===== config.mk =====
export PLATFORM = sky130hd
export DESIGN_NAME = serial_tx_fifo
export DESIGN_NICKNAME = d
export VERILOG_FILES = /design/src/rtl/serial_tx_fifo.sv
export SDC_FILE = /design/constraint.sdc
export NUM_CORES = 1
export LEC_CHECK = 0
export CAP_MARGIN = 20
export CORE_MARGIN = 3
export CORE_UTILIZATION = 57
export CTS_CLUSTER_SIZE = 28
export DETAILED_ROUTE_END_ITERATION = 6
export HOLD_SLACK_MARGIN = 0.05
export PLACE_DENSITY = 0.87
export SYNTH_ARGS = -nofsm -noshare
export SYNTH_HDL_FRONTEND = slang
export SYNTH_SLANG_ARGS = --single-unit

===== constraint.sdc =====
create_clock -name clk_i -period 4.9 [get_ports clk_i]
set_input_delay 0.98 -clock clk_i [delete_from_list [all_inputs] [get_ports clk_i]]
set_output_delay 0.98 -clock clk_i [all_outputs]
set_load 0.02 [all_outputs]

===== src/rtl/serial_tx_fifo.sv =====
`default_nettype none
// ============================================================================
//  Module   : serial_tx_fifo
//  Purpose  : Buffered 8N1 UART transmitter. Bytes pushed with a one-cycle
//             write strobe land in a 2^DEPTH_LOG2-entry FIFO and are sent
//             back-to-back on tx_o, RCONST clocks per serial bit.
//  Options  : define SERIAL_TX_PARITY_EN to insert an even-parity bit (8E1).
//  Revision : 1.0  initial release
// ============================================================================
module serial_tx_fifo #(
  parameter int RCONST     = 1302,
  parameter int DEPTH_LOG2 = 4
) (
  input  logic                  clk_i,
  input  logic                  rst_n_i,
  input  logic [7:0]            wdata_i,
  input  logic                  wr_i,
  output logic                  full_o,
  output logic                  empty_o,
  output logic [DEPTH_LOG2:0]   level_o,
  output logic                  ovf_o,
  output logic                  tx_o,
  output logic                  busy_o
);

  localparam int                  DEPTH      = 1 << DEPTH_LOG2;
  localparam logic [DEPTH_LOG2:0] C_DEPTH    = (DEPTH_LOG2 + 1)'(DEPTH);
  localparam logic [10:0]         C_BIT_LAST = 11'(RCONST - 1);

  typedef enum logic [2:0] {
    S_IDLE   = 3'd0,
    S_START  = 3'd1,
    S_DATA   = 3'd2,
    S_PARITY = 3'd3,
    S_STOP   = 3'd4
  } state_t;

  // FIFO storage and bookkeeping
  logic [7:0]            mem_q [DEPTH];
  logic [DEPTH_LOG2-1:0] wptr_q, wptr_d;
  logic [DEPTH_LOG2-1:0] rptr_q, rptr_d;
  logic [DEPTH_LOG2:0]   count_q, count_d;
  logic                  ovf_q;

  // Transmit engine
  state_t                state_q;
  logic [10:0]           cnt_q;
  logic [2:0]            idx_q;
  logic [7:0]            data_q;
  logic                  tx_q;
  logic                  busy_q;

  logic                  full;
  logic                  empty;
  logic                  push;
  logic                  pop;
  logic                  bit_end;

  // Full is judged on the registered count only, so a pop in the same cycle
  // never makes room for a write that arrives while the FIFO is full.
  assign full    = (count_q == C_DEPTH);
  assign empty   = (count_q == '0);
  assign push    = wr_i && !full;
  assign bit_end = (cnt_q == C_BIT_LAST);
  // Head is consumed when the line is idle, or at the end of a stop bit so the
  // next start bit follows with no idle gap.
  assign pop     = !empty && ((state_q == S_IDLE) || ((state_q == S_STOP) && bit_end));

  // Next-state pointers and occupancy
  always_comb begin
    wptr_d  = wptr_q;
    rptr_d  = rptr_q;
    count_d = count_q;
    if (push) wptr_d = wptr_q + 1'b1;
    if (pop)  rptr_d = rptr_q + 1'b1;
    case ({push, pop})
      2'b10:   count_d = count_q + 1'b1;
      2'b01:   count_d = count_q - 1'b1;
      default: count_d = count_q;
    endcase
  end

  // FIFO pointer, occupancy and overflow-pulse registers
  always_ff @(posedge clk_i or negedge rst_n_i) begin
    if (!rst_n_i) begin
      wptr_q  <= '0;
      rptr_q  <= '0;
      count_q <= '0;
      ovf_q   <= 1'b0;
    end else begin
      wptr_q  <= wptr_d;
      rptr_q  <= rptr_d;
      count_q <= count_d;
      ovf_q   <= wr_i && full;
    end
  end

  // FIFO data array; contents are don't-care until written, so no reset
  always_ff @(posedge clk_i) begin
    if (push) mem_q[wptr_q] <= wdata_i;
  end

  // Frame sequencer with registered line and busy outputs
  always_ff @(posedge clk_i or negedge rst_n_i) begin
    if (!rst_n_i) begin
      state_q <= S_IDLE;
      cnt_q   <= '0;
      idx_q   <= '0;
      data_q  <= '0;
      tx_q    <= 1'b1;
      busy_q  <= 1'b0;
    end else begin
      busy_q <= (state_q != S_IDLE) || !empty;
      case (state_q)
        S_IDLE: begin
          tx_q  <= 1'b1;
          cnt_q <= '0;
          if (pop) begin
            data_q  <= mem_q[rptr_q];
            state_q <= S_START;
            tx_q    <= 1'b0;
          end
        end
        S_START: begin
          if (bit_end) begin
            cnt_q   <= '0;
            idx_q   <= '0;
            state_q <= S_DATA;
            tx_q    <= data_q[0];
          end else begin
            cnt_q <= cnt_q + 11'd1;
          end
        end
        S_DATA: begin
          if (bit_end) begin
            cnt_q <= '0;
            if (idx_q == 3'd7) begin
`ifdef SERIAL_TX_PARITY_EN
              state_q <= S_PARITY;
              tx_q    <= ^data_q;
`else
              state_q <= S_STOP;
              tx_q    <= 1'b1;
`endif
            end else begin
              idx_q <= idx_q + 3'd1;
              tx_q  <= data_q[idx_q + 3'd1];
            end
          end else begin
            cnt_q <= cnt_q + 11'd1;
          end
        end
`ifdef SERIAL_TX_PARITY_EN
        S_PARITY: begin
          if (bit_end) begin
            cnt_q   <= '0;
            state_q <= S_STOP;
            tx_q    <= 1'b1;
          end else begin
            cnt_q <= cnt_q + 11'd1;
          end
        end
`endif
        S_STOP: begin
          if (bit_end) begin
            cnt_q <= '0;
            if (pop) begin
              data_q  <= mem_q[rptr_q];
              state_q <= S_START;
              tx_q    <= 1'b0;
            end else begin
              state_q <= S_IDLE;
              tx_q    <= 1'b1;
            end
          end else begin
            cnt_q <= cnt_q + 11'd1;
          end
        end
        default: begin
          state_q <= S_IDLE;
          cnt_q   <= '0;
          tx_q    <= 1'b1;
        end
      endcase
    end
  end

  assign full_o  = full;
  assign empty_o = empty;
  assign level_o = count_q;
  assign ovf_o   = ovf_q;
  assign tx_o    = tx_q;
  assign busy_o  = busy_q;

endmodule
`default_nettype wire


==> flow_metrics.py <==
metrics = {
    "die": {
        "num_rows": 40,
        "chipHeight_um": 118.4,
        "die_w_um": 118.4,
        "die-area_sq_mm": 0.01402,
        "initial_utilization": 0.5924,
        "core_area_sq_mm": 0.01216,
        "io_pins": 21,
    },
    "timing": {
        "tightest_slew_ns": 0.9700,
        "finalSetupViolCount": 0,
        "rsz0062_at_grt": "no",
        "finalSetupTns_ns": 0,
        "clock.fmax_mhz": 300.3,
        "hold_viol": 0,
        "timing.final.ws_setup_ns": 1.570,
        "maxSlewViolCount": 0,
        "relSlewSlack": 0.3509,
        "period_minus_slack_ns": 3.330,
        "fin_skew_ns": 0.007541,
        "timing.hold.ws_ns": 0.5060,
        "period_share": 0.6797,
    },
    "routing": {
        "drt-initial-drc-count": 347,
        "route.detailed.drc": 0,
        "ant_nets": 0,
        "wl_per_cell_um": 21.01,
        "dr.pass1.iters": 6,
        "wirelength_mm": 13.40,
        "via_count": 3822,
        "via_per_inst": 5.991,
    },
    "logic_synthesis": {
        "mappedNetlistArea_sq_mm": 0.007204,
        "syn_area_per_cell_sq_um": 16.56,
        "yosys_warnings": 0,
        "synth_edf_count": 128,
        "synthTopCellsByArea": "edfxtp_1, dfrtp_1, mux4_2",
        "synth_cell_type_count": 53,
        "yosysTopAreaCell": "edfxtp_1",
        "synth_ff_type": "edfxtp_1",
        "synth_common_cells": "edfxtp_1, dfrtp_1, mux4_2, nor2_1, nand2_1",
        "yosysMostFrequentCell": "edfxtp_1",
        "synth_top_area_share": 0.5335,
        "synthArstFlopShare": 0.2426,
        "ys_ff_latch": 169,
        "synth_fp_nets": 459,
        "syn_inst": 435,
        "ys_seq_area_frac": 0.6761,
    },
    "hold_path": {
        "hp-class": "reg2reg",
        "worstHoldStart": "tx_o$_DFFE_PN1P_",
        "whs_endpoint": "tx_o$_DFFE_PN1P_",
        "hold_depth": 2,
    },
    "place": {
        "placed_cell_area_sq_mm": 0.007510,
        "hpwl_mm": 8.124,
        "place_ws_ns": 1.475,
        "io_buffers": 20,
        "place.gp.congestion": 0.8382,
    },
    "cts": {
        "insertion_delay_ns": 0.43,
        "postCtsSetupBuffers": 0,
        "cts_sinks": 169,
        "holdBufCountCts": 0,
        "cts_root_buf": "clkbuf_16",
        "cts.clk_slew.worst_paths_ns": 0.07,
        "numCtsBuffers": 17,
        "cts_tree": "yes",
        "cts_resized": 0,
        "clockBufferDepth": 2,
        "htreeDepth": 4,
    },
    "global_route": {
        "antenna_found_initial": 0,
        "grt_max_degree": 42,
        "grt_pass1_wl_mm": 21.38,
        "grt_overflow": 0,
        "grt_pass1_vias": 3861,
        "gr-usage-all-layers": 0.2027,
    },
    "final_layout": {
        "utilization": 0.6716,
        "antennaDiodeCount": 0,
        "areaGrowthSynthToFinish_pct": 13.37,
        "final_design_area_no_fill_sq_mm": 0.008168,
        "drive_gt1_frac": 0.1957,
        "ff_latch_area_sq_mm": 0.004872,
        "nets": 482,
        "multiInputGateArea_sq_mm": 0.002157,
        "fillerInstances": 784,
    },
    "critical_path": {
        "path_buf_inv": 1,
        "start_kind": "flop",
        "cp_slowest_stage_delay_ns": 0.66,
        "cp_top_family": "simple AND/OR/NAND/NOR gates",
        "cp-end-kind": "output port",
        "r2r-end": "level_o[4]$_DFFE_PN0P_",
        "worstPathCellList": "nor4_1 -> and2b_1 -> clkdlybuf4s50_1",
        "cpMaxStageDelayCell": "clkdlybuf4s50_1",
        "rrSetupSlack_ns": 1.69,
        "r2r-start": "cnt_q[1]$_DFF_PN0_",
        "crit_path_max_fanout": 8,
        "arrival_ns": 2.35,
        "crit_type": "reg2out",
        "crit_required_ns": 3.92,
        "r2r_cells": 14,
    },
    "pwr": {
        "leakage_nw": 2.889,
        "powerDensity_mw_per_mm2": 573.3,
        "ir_drop_mv": 0.2923,
    },
    "job": {
        "max_cap_violations": 0,
    },
    "run_status": {
        "status": "completed",
    },
}
final cells by class:
class / count / area share
Inverter: 10 / 0.004596
Clock buffer: 17 / 0.05208
Clock inverter: 14 / 0.02604
Sequential cell: 169 / 0.5965
Tap cell: 168 / 0.02574
Multi-Input combinational cell: 232 / 0.2641
Timing Repair Buffer: 28 / 0.03094
worst min-delay path: stages (launching register included):
cell,delay (ns)
dfstp_2,0.37
nor2_1,0.09
a31oi_1,0.05
per-layer routing:
layer | share of wire | up-vias | global-route usage
li1 | - | 1705 | -
met1 | 0.41 | 1942 | 0.2610
met2 | 0.51 | 152 | 0.3305
met3 | 0.063 | 23 | 0.05742
met4 | 0.019 | 0 | 0.07748
met5 | 0 | - | 0
sequential cells by signal, indices dropped and copies added, names as in the netlist:
name / count
tx_o: 1
rptr_q: 4
ovf_o: 1
data_q: 8
busy_o: 1
state_q: 3
cnt_q: 11
level_o: 5
wptr_q: 4
mem_q: 128
idx_q: 3
power by group:
group          leakage [nW]  total (mW)  internal, mW  switching [mW]
Combinational         0.918        1.24         0.608           0.636
Sequential             1.66        2.00          1.78           0.221
Clock                 0.306        1.44         0.866           0.574
placed cells by master, fill, tap and decap left out, drive strengths merged, types with 7 or more instances in the layout:
cell type and count:
clkbuf 19, nand2 19, xnor2 11, dfrtp 40
mux4 32, xor2 11, a21oi 13, ha 13
edfxtp 128, nand3 8, clkdlybuf4s50 19, inv 16
nor2 32, mux2i 13, buf 7, o21ai 7
nor2b 8, mux2 11
metrics by stage:
| stage | total power [mW] | cells |
|---|---|---|
| 6_report | 4.683 | 638 |
| 4_1_cts | 4.707 | 635 |
| 3_3_place_gp | 3.194 | 603 |
| 5_1_grt | 4.904 | 638 |
| 3_5_place_dp | 3.256 | 604 |
| 2_1_floorplan | 2.927 | 435 |
how the worst max path moves through the flow:
| stage | slack (ns) | start | endpoint | depth (start not counted) |
|---|---|---|---|---|
| floorplan | 1.84 | level_o[2]$_DFFE_PN0P_ | level_o[4]$_DFFE_PN0P_ | 14 |
| global placement | 1.60 | wr_i | level_o[4]$_DFFE_PN0P_ | 11 |
| detailed placement | 1.47 | wr_i | level_o[4]$_DFFE_PN0P_ | 11 |
| CTS | 1.55 | level_o[2]$_DFFE_PN0P_ | empty_o | 3 |
| global route | 1.44 | cnt_q[1]$_DFF_PN0_ | level_o[4]$_DFFE_PN0P_ | 14 |
| finish | 1.57 | level_o[2]$_DFFE_PN0P_ | empty_o | 3 |
cells by family (layout without fill, tap and decap cells):
kind of cell / after synthesis / after routing / share of synthesized area
DFF: 169 / 169 / 0.6761
and+or+nand+nor: 98 / 98 / 0.07173
muxes: 56 / 56 / 0.1369
AOI/OAI and AO/OA: 42 / 42 / 0.03907
buffers and inverters: 34 / 69 / 0.02449
xor gates and xnor gates: 22 / 22 / 0.02779
adders and majority gates: 14 / 14 / 0.02397
Power figures use the tool's default switching activity.
==> RTL change, RTL diff (same settings) <==
The parameter `DEPTH_LOG2` goes from 4 to 2.
--- a/src/rtl/serial_tx_fifo.sv
+++ b/src/rtl/serial_tx_fifo.sv
@@ -10,5 +10,5 @@
 module serial_tx_fifo #(
   parameter int RCONST     = 1302,
-  parameter int DEPTH_LOG2 = 4
+  parameter int DEPTH_LOG2 = 2
 ) (
   input  logic                  clk_i,
Ports: changed (resized level_o); port bits go from 21 to 19. The function was not compared with the original's and may differ.
==> RTL change against the unedited design <==
  * Design area down 59%
  * Clock power down 73%
  * Count of clock-buffer cells in the layout fell by 8
  * Total power fell by 72%
  * Sequential cell count is 102 lower
  * Worst setup slack better by 0.46 ns
  * Routed wire length down 65%
  * Synthesized area decreased by 59%
  * Maximum frequency grew 16%
  * Synthesized cell count shrank 55%
  * Die area is 57% lower
  * Non-clock buffer count fell by 9
==> RTL change: results (changes against the unedited design) <==
Run status:
- The flow ran to the end, and the final reports show no timing, DRC or antenna violations.

Logic synthesis:
- The part of the Yosys area used for sequential elements is 0.621 (-0.0547).
- Yosys attributes the largest share of cell area to sky130_fd_sc_hd__edfxtp_1 (32%), sky130_fd_sc_hd__dfrtp_1 (29%), sky130_fd_sc_hd__mux4_2 (7.6%).
- The most instantiated flip-flop cell in the synthesis netlist is sky130_fd_sc_hd__dfrtp_1.
- Sorting the synthesized cells by how often they occur yields sky130_fd_sc_hd__dfrtp_1 (34), sky130_fd_sc_hd__edfxtp_1 (32), sky130_fd_sc_hd__nor2_1 (20).
- The count of different cell masters after synthesis is 36 (-32%).
- The number of enable flip-flop cells after synthesis is 32 (-75%).

Setup path:
- The signal arrival time at the worst endpoint is 3.13 ns (+0.78 ns).
- The slack of the worst reg-to-reg path is 2.03 ns (+0.34 ns).
- The worst-path maximum fanout is 11 (+3).
- The launching instance or port of the critical path is cnt_q[1].

Place:
- The final weighted congestion of routability-driven global placement is 0.810 (-3.3%).
- The HPWL reported at the end of detailed placement is 3.38 mm (-58%).
- The port buffer count is 18 (-10%).

Pwr:
- The static leakage was 1.35 nW (-53%).
- The maximum VDD drop came to 0.377 mV (+29%).
- The internal power consumption is 0.000954 W (-71%).

Detailed routing:
- The DRC marker count from the first detailed-route iteration is 113 (-67%).
- The first-pass iteration count of the detailed router is 4 (-2).
- The final routed wirelength across all metal layers was 4.74 mm (-65%).
- The average vias per placed instance is 5.47 (-8.6%).

Final layout:
- The largest registers in the layout are mem_q: 32 flops, cnt_q: 11 flops, data_q: 8 flops.
- The fraction of final layout cells with drive strength greater than 1 is 0.176 (-0.0195).
- The fill cell total of the finished layout came to 336 (-57%).
- The net total in the final layout is 243 (-50%).

Global route:
- The number of global-route vias before repair was 1727 (-55%).
- The met2 track demand over resource in global routing is 0.290 (-0.0402).
- The met1 capacity usage during global routing is 0.229 (-0.0319).
- The pin count of the biggest net entering global routing came to 36 (-14%).
- The met3 capacity usage during global routing is 0.0585 (+0.00107).
- The global-route wire length before repair was 8.24 mm (-61%).
- The all-layer global routing usage came to 0.181 (-0.0216).

Worst hold path:
- The worst hold path begins at idx_q[2].

Clock tree:
- The total clock buffers created by CTS is 9 (-8).
- The maximum buffer depth of the clock tree is 2 (unchanged).
- CTS placed an instance of sky130_fd_sc_hd__clkbuf_8 at the clock tree root.
- The CTS H-tree depth is 3 (-1).
- The clock latency at the later pin of the worst-skew pair was 0.33 ns (-0.10 ns).

Timing:
- The final setup skew is 0.00496 ns (-0.00258 ns).
- The measured slew at the worst slew-check pin is 0.613 ns (-0.357 ns).
[RTL change: metrics by stage]
step / cells / worst slack, ns / instance area, µm² / util / hold slack, ns
final: 294 / 2.03 / 3360 / 0.689 / 0.516
after global routing: 294 / 1.79 / 3360 / 0.689 / 0.526
after CTS: 294 / 2.00 / 3360 / 0.689 / 0.516
after detailed placement: 278 / 2.03 / 3190 / 0.654 / 0.498
after global placement: 278 / 2.11 / 3190 / 0.654 / 0.495
after floorplan: 197 / 2.51 / 2960 / - / 0.470
[RTL change: layout make-up]
type | count | area (µm²) | share of cell area
Sequential cell | 67 | 1840 | 0.547
Multi-Input combinational cell | 115 | 1050 | 0.311
Timing Repair Buffer | 19 | 188 | 0.0558
Clock buffer | 9 | 124 | 0.0368
Tap cell | 67 | 83.8 | 0.0249
Clock inverter | 7 | 45.0 | 0.0134
Inverter | 10 | 37.5 | 0.0112
[RTL change: cell families (layout without fill, tap and decap cells)]
logic type                 count (synthesis)  count (layout)  synth area share
DFF                                       67              67             0.621
and+or+nand+nor                           53              53            0.0952
muxes                                     22              22             0.131
xor gates and xnor gates                  16              16            0.0474
buffers and inverters                     15              45            0.0250
AOI/OAI and AO/OA                         14              14            0.0351
adders and majority gates                 10              10            0.0448
[RTL change: metal layers]
metal | vias to the layer above | wire [µm]
met2 | 27 | 2350
met4 | 0 | 58
met3 | 8 | 150
met1 | 807 | 2180
met5 | - | 0
li1 | 767 | -
[RTL change: path summary, 6_finish.rpt]
| check | cells past startpoint | to |
|---|---|---|
| max in group asynchronous | 2 | tx_o |
| max reg2reg | 11 | level_o[2] |
| max | 11 | level_o[2] |
| min reg2reg | 1 | idx_q[2] |
| min in group asynchronous | 2 | cnt_q[7] |
| min | 1 | idx_q[2] |
[RTL change: power groups by stage]
stage	registers, W	clock network [W]	logic [W]
after floorplan	0.000731	0	0.000121
after global placement	0.000724	0	0.000220
after detailed placement	0.000729	0	0.000227
after CTS	0.000717	0.000398	0.000228
after global routing	0.000725	0.000429	0.000248
final	0.000716	0.000389	0.000222
[RTL change: critical path: stages, from the launching register on]
cell                       delay [ns]
sky130_fd_sc_hd__dfrtp_1         0.41
sky130_fd_sc_hd__inv_1           0.07
sky130_fd_sc_hd__ha_1            0.12
sky130_fd_sc_hd__and4bb_1        0.18
sky130_fd_sc_hd__and4b_4         0.32
sky130_fd_sc_hd__o21a_1          0.54
sky130_fd_sc_hd__ha_1            0.29
sky130_fd_sc_hd__inv_1           0.06
sky130_fd_sc_hd__fa_1            0.37
sky130_fd_sc_hd__xor2_1          0.16
sky130_fd_sc_hd__nor2_1          0.11
sky130_fd_sc_hd__xor2_1          0.16
